### src/rtl/cpu_pkg.sv
// Shared types and constants for the WISC memory-side control logic.
//   stateT : miss arbiter sequencing states
//   ownerT : which cache owns the block fill in progress
//   BLK_WORDS / BLK_OFFSET_BITS / CNT_W : cache block geometry
//   wordOffset() : byte offset of a word index within a block
package cpu_pkg;

  typedef enum logic [1:0] {
    IDLE  = 2'd0,
    ISSUE = 2'd1,
    DRAIN = 2'd2,
    DONE  = 2'd3
  } stateT;

  typedef enum logic {
    OWN_I = 1'b0,
    OWN_D = 1'b1
  } ownerT;

  localparam int BLK_WORDS       = 8;
  localparam int BLK_OFFSET_BITS = 4;
  localparam int CNT_W           = 3;

  // Words are 2 bytes, so the byte offset is the word index shifted by one.
  function automatic logic [BLK_OFFSET_BITS-1:0] wordOffset(input logic [CNT_W-1:0] idx);
    return {idx, 1'b0};
  endfunction

endpackage

### src/rtl/fill_counter.sv
// Word counter for one block transfer (request side or return side).
//   clk, rst_n : clock, synchronous active-low reset
//   clr        : force count to 0 (has priority over inc)
//   inc        : advance count by one, wrapping 7 -> 0
//   count      : current word index
//   termCount  : high while count is the last word of the block
module fill_counter
  import cpu_pkg::*;
(
  input  logic             clk,
  input  logic             rst_n,
  input  logic             clr,
  input  logic             inc,
  output logic [CNT_W-1:0] count,
  output logic             termCount
);

  always_ff @(posedge clk) begin
    if (!rst_n) begin
      count <= '0;
    end else if (clr) begin
      count <= '0;
    end else if (inc) begin
      count <= count + 1'b1;
    end
  end

  assign termCount = (count == CNT_W'(BLK_WORDS - 1));

endmodule

### src/rtl/miss_arbiter.sv
// Main-memory arbiter for the WISC I-cache, D-cache and write-through store path.
// Write-through stores go straight to memory from IDLE; cache misses stream an
// 8-word block into the owning cache and finish with a one-cycle tag write.
//   clk, rst_n                     : clock, synchronous active-low reset
//   i_miss/i_miss_addr             : I-cache miss request (level) and byte address
//   d_miss/d_miss_addr             : D-cache miss request (level) and byte address
//   d_wr/d_wr_addr/d_wr_data       : write-through store request
//   mem_en/mem_wr/mem_addr/mem_wdata : memory request port
//   mem_data_valid/mem_rdata       : memory read return
//   fill_we_i/fill_we_d/fill_addr/fill_data : cache data-array write port
//   tag_we_i/tag_we_d              : tag/valid write pulse at end of fill
//   stall_if/stall_mem             : pipeline freeze
//
// state | meaning
// IDLE  | no fill in progress; stores served here, misses accepted here
// ISSUE | sending the 8 read requests of a block, collecting early returns
// DRAIN | all requests sent, waiting for the remaining returns
// DONE  | all 8 words written; pulse tag write for the owning cache
module miss_arbiter
  import cpu_pkg::*;
#(
  parameter int ADDR_W = 16,
  parameter int DATA_W = 16
) (
  input  logic              clk,
  input  logic              rst_n,
  input  logic              i_miss,
  input  logic [ADDR_W-1:0] i_miss_addr,
  input  logic              d_miss,
  input  logic [ADDR_W-1:0] d_miss_addr,
  input  logic              d_wr,
  input  logic [ADDR_W-1:0] d_wr_addr,
  input  logic [DATA_W-1:0] d_wr_data,
  output logic              mem_en,
  output logic              mem_wr,
  output logic [ADDR_W-1:0] mem_addr,
  output logic [DATA_W-1:0] mem_wdata,
  input  logic              mem_data_valid,
  input  logic [DATA_W-1:0] mem_rdata,
  output logic              fill_we_i,
  output logic              fill_we_d,
  output logic [ADDR_W-1:0] fill_addr,
  output logic [DATA_W-1:0] fill_data,
  output logic              tag_we_i,
  output logic              tag_we_d,
  output logic              stall_if,
  output logic              stall_mem
);

  localparam logic [ADDR_W-1:0] BLK_MASK = ~ADDR_W'((1 << BLK_OFFSET_BITS) - 1);

  stateT             state, nextState;
  ownerT             owner, nextOwner;
  logic [ADDR_W-1:0] blkBase, nextBase;

  logic             cntClr;
  logic             icntInc, rcntInc;
  logic [CNT_W-1:0] icnt, rcnt;
  logic             icntTc, rcntTc;

  fill_counter u_icnt (
    .clk       (clk),
    .rst_n     (rst_n),
    .clr       (cntClr),
    .inc       (icntInc),
    .count     (icnt),
    .termCount (icntTc)
  );

  fill_counter u_rcnt (
    .clk       (clk),
    .rst_n     (rst_n),
    .clr       (cntClr),
    .inc       (rcntInc),
    .count     (rcnt),
    .termCount (rcntTc)
  );

  always_ff @(posedge clk) begin
    if (!rst_n) begin
      state   <= IDLE;
      owner   <= OWN_I;
      blkBase <= '0;
    end else begin
      state   <= nextState;
      owner   <= nextOwner;
      blkBase <= nextBase;
    end
  end

  always_comb begin
    nextState = state;
    nextOwner = owner;
    nextBase  = blkBase;
    cntClr    = 1'b0;
    icntInc   = 1'b0;
    rcntInc   = 1'b0;
    mem_en    = 1'b0;
    mem_wr    = 1'b0;
    mem_addr  = '0;
    mem_wdata = '0;
    fill_we_i = 1'b0;
    fill_we_d = 1'b0;
    fill_addr = '0;
    fill_data = '0;
    tag_we_i  = 1'b0;
    tag_we_d  = 1'b0;
    stall_mem = d_miss | (d_wr & (state != IDLE));
    stall_if  = i_miss | stall_mem;

    case (state)
      IDLE: begin
        // Counters are held clear here so a new fill always starts at word 0.
        cntClr = 1'b1;
        if (d_wr) begin
          mem_en    = 1'b1;
          mem_wr    = 1'b1;
          mem_addr  = d_wr_addr;
          mem_wdata = d_wr_data;
        end else if (d_miss) begin
          nextOwner = OWN_D;
          nextBase  = d_miss_addr & BLK_MASK;
          nextState = ISSUE;
        end else if (i_miss) begin
          nextOwner = OWN_I;
          nextBase  = i_miss_addr & BLK_MASK;
          nextState = ISSUE;
        end
      end
      ISSUE: begin
        mem_en   = 1'b1;
        mem_addr = blkBase + ADDR_W'(wordOffset(icnt));
        icntInc  = 1'b1;
        if (icntTc) nextState = DRAIN;
      end
      DRAIN: begin
      end
      DONE: begin
        tag_we_i  = (owner == OWN_I);
        tag_we_d  = (owner == OWN_D);
        fill_addr = blkBase;
        cntClr    = 1'b1;
        nextState = IDLE;
      end
      default: nextState = IDLE;
    endcase

    // Returns can overlap the issue phase, so they are handled for both
    // ISSUE and DRAIN; the last return wins over the ISSUE->DRAIN move.
    if ((state == ISSUE || state == DRAIN) && mem_data_valid) begin
      fill_we_i = (owner == OWN_I);
      fill_we_d = (owner == OWN_D);
      fill_addr = blkBase + ADDR_W'(wordOffset(rcnt));
      fill_data = mem_rdata;
      rcntInc   = 1'b1;
      if (rcntTc) nextState = DONE;
    end

    // Keep the memory and caches quiet for the whole reset cycle.
    if (!rst_n) begin
      mem_en    = 1'b0;
      mem_wr    = 1'b0;
      mem_addr  = '0;
      mem_wdata = '0;
      fill_we_i = 1'b0;
      fill_we_d = 1'b0;
      fill_addr = '0;
      fill_data = '0;
      tag_we_i  = 1'b0;
      tag_we_d  = 1'b0;
      stall_mem = 1'b0;
      stall_if  = 1'b0;
    end
  end

endmodule

### config.mk
export PLATFORM = sky130hd
export DESIGN_NAME = miss_arbiter
export DESIGN_NICKNAME = d
export VERILOG_FILES = /design/src/rtl/cpu_pkg.sv /design/src/rtl/fill_counter.sv /design/src/rtl/miss_arbiter.sv
export SDC_FILE = /design/constraint.sdc
export NUM_CORES = 1
export LEC_CHECK = 0
export CELL_PAD_IN_SITES_DETAIL_PLACEMENT = 1
export CELL_PAD_IN_SITES_GLOBAL_PLACEMENT = 1
export CORE_MARGIN = 3
export CORE_UTILIZATION = 22
export CTS_CLUSTER_DIAMETER = 200
export DETAILED_ROUTE_END_ITERATION = 10
export MAX_ROUTING_LAYER = met4
export PLACE_DENSITY_LB_ADDON = 0.1
export SLEW_MARGIN = 30
export SYNTH_ARGS = -nofsm -noshare
export SYNTH_HDL_FRONTEND = slang
export SYNTH_HIERARCHICAL = 1
export SYNTH_SLANG_ARGS = --single-unit
### constraint.sdc
create_clock -name clk -period 2.65 [get_ports clk]
set_input_delay 0.265 -clock clk [delete_from_list [all_inputs] [get_ports clk]]
set_output_delay 0.265 -clock clk [all_outputs]
set_load 0.05 [all_outputs]
==> impl_metrics.prom <==
# TYPE chip_impl_metric gauge
chip_impl_metric{name="fin_tns_setup",unit="ns"} 0
chip_impl_metric{name="port_buffers",unit=""} 148
chip_impl_metric{name="yosysWarnings",unit=""} 6
chip_impl_metric{name="power.combinational.fraction",unit="%"} 51.3
chip_impl_metric{name="drcViolationCount",unit=""} 0
chip_impl_info{name="worstSetupPathType",value="reg -> out"} 1
chip_impl_info{name="grt_setup_unrepaired",value="false"} 1
chip_impl_info{name="outcome",value="finished clean"} 1
chip_impl_metric{name="synthToLayoutAreaGrowth",unit="%"} 131
chip_impl_metric{name="wirelength",unit="mm"} 7.24
chip_impl_metric{name="globalRoute.totalOverflow",unit=""} 0
chip_impl_metric{name="grt_usage",unit="%"} 16.3
chip_impl_metric{name="hold-worst-slack",unit="ns"} 0.526
chip_impl_metric{name="postSynthRegisterBits",unit=""} 21
chip_impl_metric{name="largest_net_degree_at_the_start_of_global_routing",unit=""} 31
chip_impl_metric{name="clk-insertion-delay-late",unit="ns"} 0.26
chip_impl_metric{name="power.switching_fraction",unit="%"} 36.2
chip_impl_info{name="start_kind",value="flip-flop"} 1
chip_impl_metric{name="crit_fanout",unit=""} 12
chip_impl_metric{name="slew_viol_final",unit=""} 0
chip_impl_metric{name="cts_resized",unit=""} 0
chip_impl_metric{name="fin_crit_sh",unit="%"} 90.4
chip_impl_metric{name="clock-skew-final",unit="ns"} 0.00223
chip_impl_metric{name="clkSinkCount",unit=""} 21
chip_impl_metric{name="postCtsHoldBufs",unit=""} 0
chip_impl_metric{name="sequential_to_total_area_share_from_yosys_stat",unit="%"} 24.0
chip_impl_metric{name="yosysUniqueCellTypes",unit=""} 29
chip_impl_metric{name="grt_antenna_before_repair",unit=""} 0
chip_impl_metric{name="critical_path_required",unit="ns"} 2.38
chip_impl_info{name="synth.area.top_cells",value="sky130_fd_sc_hd__dfxtp_1 24%, sky130_fd_sc_hd__and2_1 18%, sky130_fd_sc_hd__mux2i_1 9.2%"} 1
chip_impl_metric{name="core_area",unit="sq um"} 7490
chip_impl_metric{name="power-per-cell-area",unit="nW/um^2"} 295
chip_impl_metric{name="firstDrtPassIters",unit=""} 4
chip_impl_metric{name="ioPinCount",unit=""} 158
chip_impl_metric{name="power_leakage",unit="nW"} 1.74
chip_impl_metric{name="synth_instances",unit=""} 214
chip_impl_metric{name="worst-slew-pin-transition",unit="ns"} 0.889
chip_impl_info{name="synth.largest_area_cell",value="sky130_fd_sc_hd__dfxtp_1"} 1
chip_impl_metric{name="cts_made_buffers",unit=""} 3
chip_impl_metric{name="net-switching-power",unit="W"} 0.000432
chip_impl_metric{name="period_minus_slack",unit="ns"} 2.40
chip_impl_metric{name="floorplan.die.width",unit="um"} 95.2
chip_impl_metric{name="drt-vias-per-instance",unit=""} 4.57
chip_impl_metric{name="clock_tree.htree_level_count",unit=""} 1
chip_impl_metric{name="max-clock-path-buffers",unit=""} 2
chip_impl_metric{name="grt_pass1_vias",unit=""} 2216
chip_impl_metric{name="floorplan.die_area",unit="sq um"} 9060
chip_impl_metric{name="dp_hpwl",unit="mm"} 6.10
chip_impl_info{name="final_common_cell",value="sky130_fd_sc_hd__clkdlybuf4s50_1"} 1
chip_impl_metric{name="place.detailed.instances",unit=""} 446
chip_impl_metric{name="synth_fp_nets",unit=""} 308
chip_impl_metric{name="final_net_count",unit=""} 446
chip_impl_metric{name="clkSlewWorstSetupHoldPaths",unit="ns"} 0.09
chip_impl_metric{name="via_count",unit=""} 2055
chip_impl_info{name="crit_path_end_kind",value="output port"} 1
chip_impl_metric{name="postCtsSetupRepairBufs",unit=""} 0
chip_impl_metric{name="final-setup-viol-count",unit=""} 0
chip_impl_metric{name="max_cap_viol_count",unit=""} 0
chip_impl_metric{name="synth.cell_area",unit="sq um"} 1750
chip_impl_metric{name="power.share.clock",unit="%"} 18.9
chip_impl_metric{name="synth_top_cell_area_share",unit="%"} 24.0
chip_impl_metric{name="hold_violations",unit=""} 0
chip_impl_info{name="cts.root.buffer_cell",value="sky130_fd_sc_hd__clkbuf_8"} 1
chip_impl_metric{name="starting_density",unit="%"} 23.4
chip_impl_info{name="most-common-layout-cells",value="77 x sky130_fd_sc_hd__clkdlybuf4s50_1, 71 x sky130_fd_sc_hd__buf_12, 51 x sky130_fd_sc_hd__and2_1"} 1
chip_impl_metric{name="layout-drive-gt1-share",unit="%"} 23.6
chip_impl_metric{name="internal-power",unit="W"} 0.000761
chip_impl_metric{name="power.share.sequential",unit="%"} 29.8
chip_impl_metric{name="gp_routability_congestion",unit=""} 0.801
chip_impl_metric{name="diodes",unit=""} 0
chip_impl_info{name="tritoncts",value="yes"} 1
chip_impl_metric{name="max_freq",unit="MHz"} 417
chip_impl_metric{name="preCtsSetupSlack",unit="ns"} 0.483
chip_impl_metric{name="die_h",unit="um"} 95.2
chip_impl_metric{name="detail_route.wl_per_cell",unit="um"} 16.1
chip_impl_metric{name="synth.avg_cell_area",unit="sq um"} 8.17
chip_impl_metric{name="post_layout_nonfiller_instances",unit=""} 450
chip_impl_metric{name="dpl_cell_area",unit="sq um"} 4000
chip_impl_metric{name="max-slew-margin-rel",unit="%"} 40.7
chip_impl_metric{name="std_cell_rows",unit=""} 31
chip_impl_metric{name="finalInstanceArea",unit="sq um"} 4050
chip_impl_info{name="min-delay-path-class",value="reg -> reg"} 1
chip_impl_metric{name="grt_pass1_wl",unit="mm"} 11.3
chip_impl_metric{name="initialDrtViolationCount",unit=""} 47
chip_impl_metric{name="critPathArrivalTime",unit="ns"} 2.13
chip_impl_metric{name="final.setup.worst_slack",unit="ns"} 0.254
chip_impl_metric{name="vdd.ir_drop.worst",unit="V"} 0.000148
chip_impl_metric{name="drtAntennaViolNets",unit=""} 0
[metrics by stage]
stage / total power (W) / util, %
3_5_place_dp: 0.000981 / 53.4
6_report: 0.00119 / 54.0
2_1_floorplan: 0.000653 / -
5_1_grt: 0.00126 / 54.0
4_1_cts: 0.00121 / 54.0
3_3_place_gp: 0.000971 / 53.4
[critical path, cell delays in order (launching register included)]
cell and delay (ns):
sky130_fd_sc_hd__dfxtp_1 0.40, sky130_fd_sc_hd__inv_1 0.09, sky130_fd_sc_hd__ha_1 0.30, sky130_fd_sc_hd__and2_1 0.24, sky130_fd_sc_hd__o21a_1 0.43, sky130_fd_sc_hd__and2_1 0.25, sky130_fd_sc_hd__buf_12 0.15
[flip-flops by register name, summed over array words and instances, names as in the netlist]
| signal | cells |
|---|---|
| state | 2 |
| owner | 1 |
| u_rcnt/count | 3 |
| u_icnt/count | 3 |
| blkBase | 12 |
[Yosys cell counts]
master and instances:
sky130_fd_sc_hd__and2_4 1, sky130_fd_sc_hd__o311ai_0 1, sky130_fd_sc_hd__or2_1 1, sky130_fd_sc_hd__o211a_1 12
sky130_fd_sc_hd__o21a_1 4, sky130_fd_sc_hd__buf_6 3, sky130_fd_sc_hd__a21bo_2 1, sky130_fd_sc_hd__a21boi_0 1
sky130_fd_sc_hd__nand2b_1 3, sky130_fd_sc_hd__clkbuf_1 12, sky130_fd_sc_hd__buf_2 5, sky130_fd_sc_hd__nor2b_1 19
sky130_fd_sc_hd__conb_1 1, sky130_fd_sc_hd__o211ai_1 1, sky130_fd_sc_hd__nand2_1 4, sky130_fd_sc_hd__ha_1 8
sky130_fd_sc_hd__buf_4 1, sky130_fd_sc_hd__dfxtp_1 21, sky130_fd_sc_hd__xnor2_1 2, sky130_fd_sc_hd__nand4b_1 1
sky130_fd_sc_hd__and3_1 3, sky130_fd_sc_hd__a22oi_1 15, sky130_fd_sc_hd__a211o_1 1, sky130_fd_sc_hd__a21oi_1 2
sky130_fd_sc_hd__inv_1 3, sky130_fd_sc_hd__mux2i_1 16, sky130_fd_sc_hd__nor2_1 8, sky130_fd_sc_hd__and2_1 51
sky130_fd_sc_hd__nand3_1 13
[power groups by stage]
stage	clock network [W]	registers, W	logic (W)
3_5_place_dp	0	0.000362	0.000619
4_1_cts	0.000233	0.000355	0.000620
5_1_grt	0.000252	0.000358	0.000648
3_3_place_gp	0	0.000360	0.000610
2_1_floorplan	0	0.000356	0.000297
6_report	0.000225	0.000355	0.000612
[routing by layer]
metal	vias to the layer above	track usage (%)	wire (um)
met5	-	-	0
met4	0	3.25	55
li1	1002	-	-
met3	4	3.95	575
met2	87	28.7	3710
met1	962	18.9	2900
[cell families after synthesis]
group / Yosys count / synth area share (%)
AOI/OAI and AO/OA: 38 / 18.0
adders and majority gates: 8 / 5.72
xor gates and xnor gates: 2 / 1.00
muxes: 16 / 9.16
DFF: 21 / 24.0
and+or+nand+nor: 104 / 34.8
other: 1 / 0.214
buffers and inverters: 24 / 7.01
[path summary, 6_finish.rpt]
path	startpoint	cells after the start	endpoint	slack, ns
setup / recovery	state[0]	6	fill_addr[13]	0.25
hold / removal	blkBase[13]	1	blkBase[13]	0.53
setup reg to reg	state[1]	6	blkBase[11]	0.79
hold reg to reg	blkBase[13]	1	blkBase[13]	0.53
[area by class of cell]
cell class	count	area [sq um]
Clock buffer	3	41.3
Clock inverter	1	5.00
Fill cell	796	3440
Inverter	3	11.3
Multi-Input combinational cell	169	1210
Sequential cell	21	420
Tap cell	99	124
Timing Repair Buffer	154	2240
(Power assumes the default switching activity.)
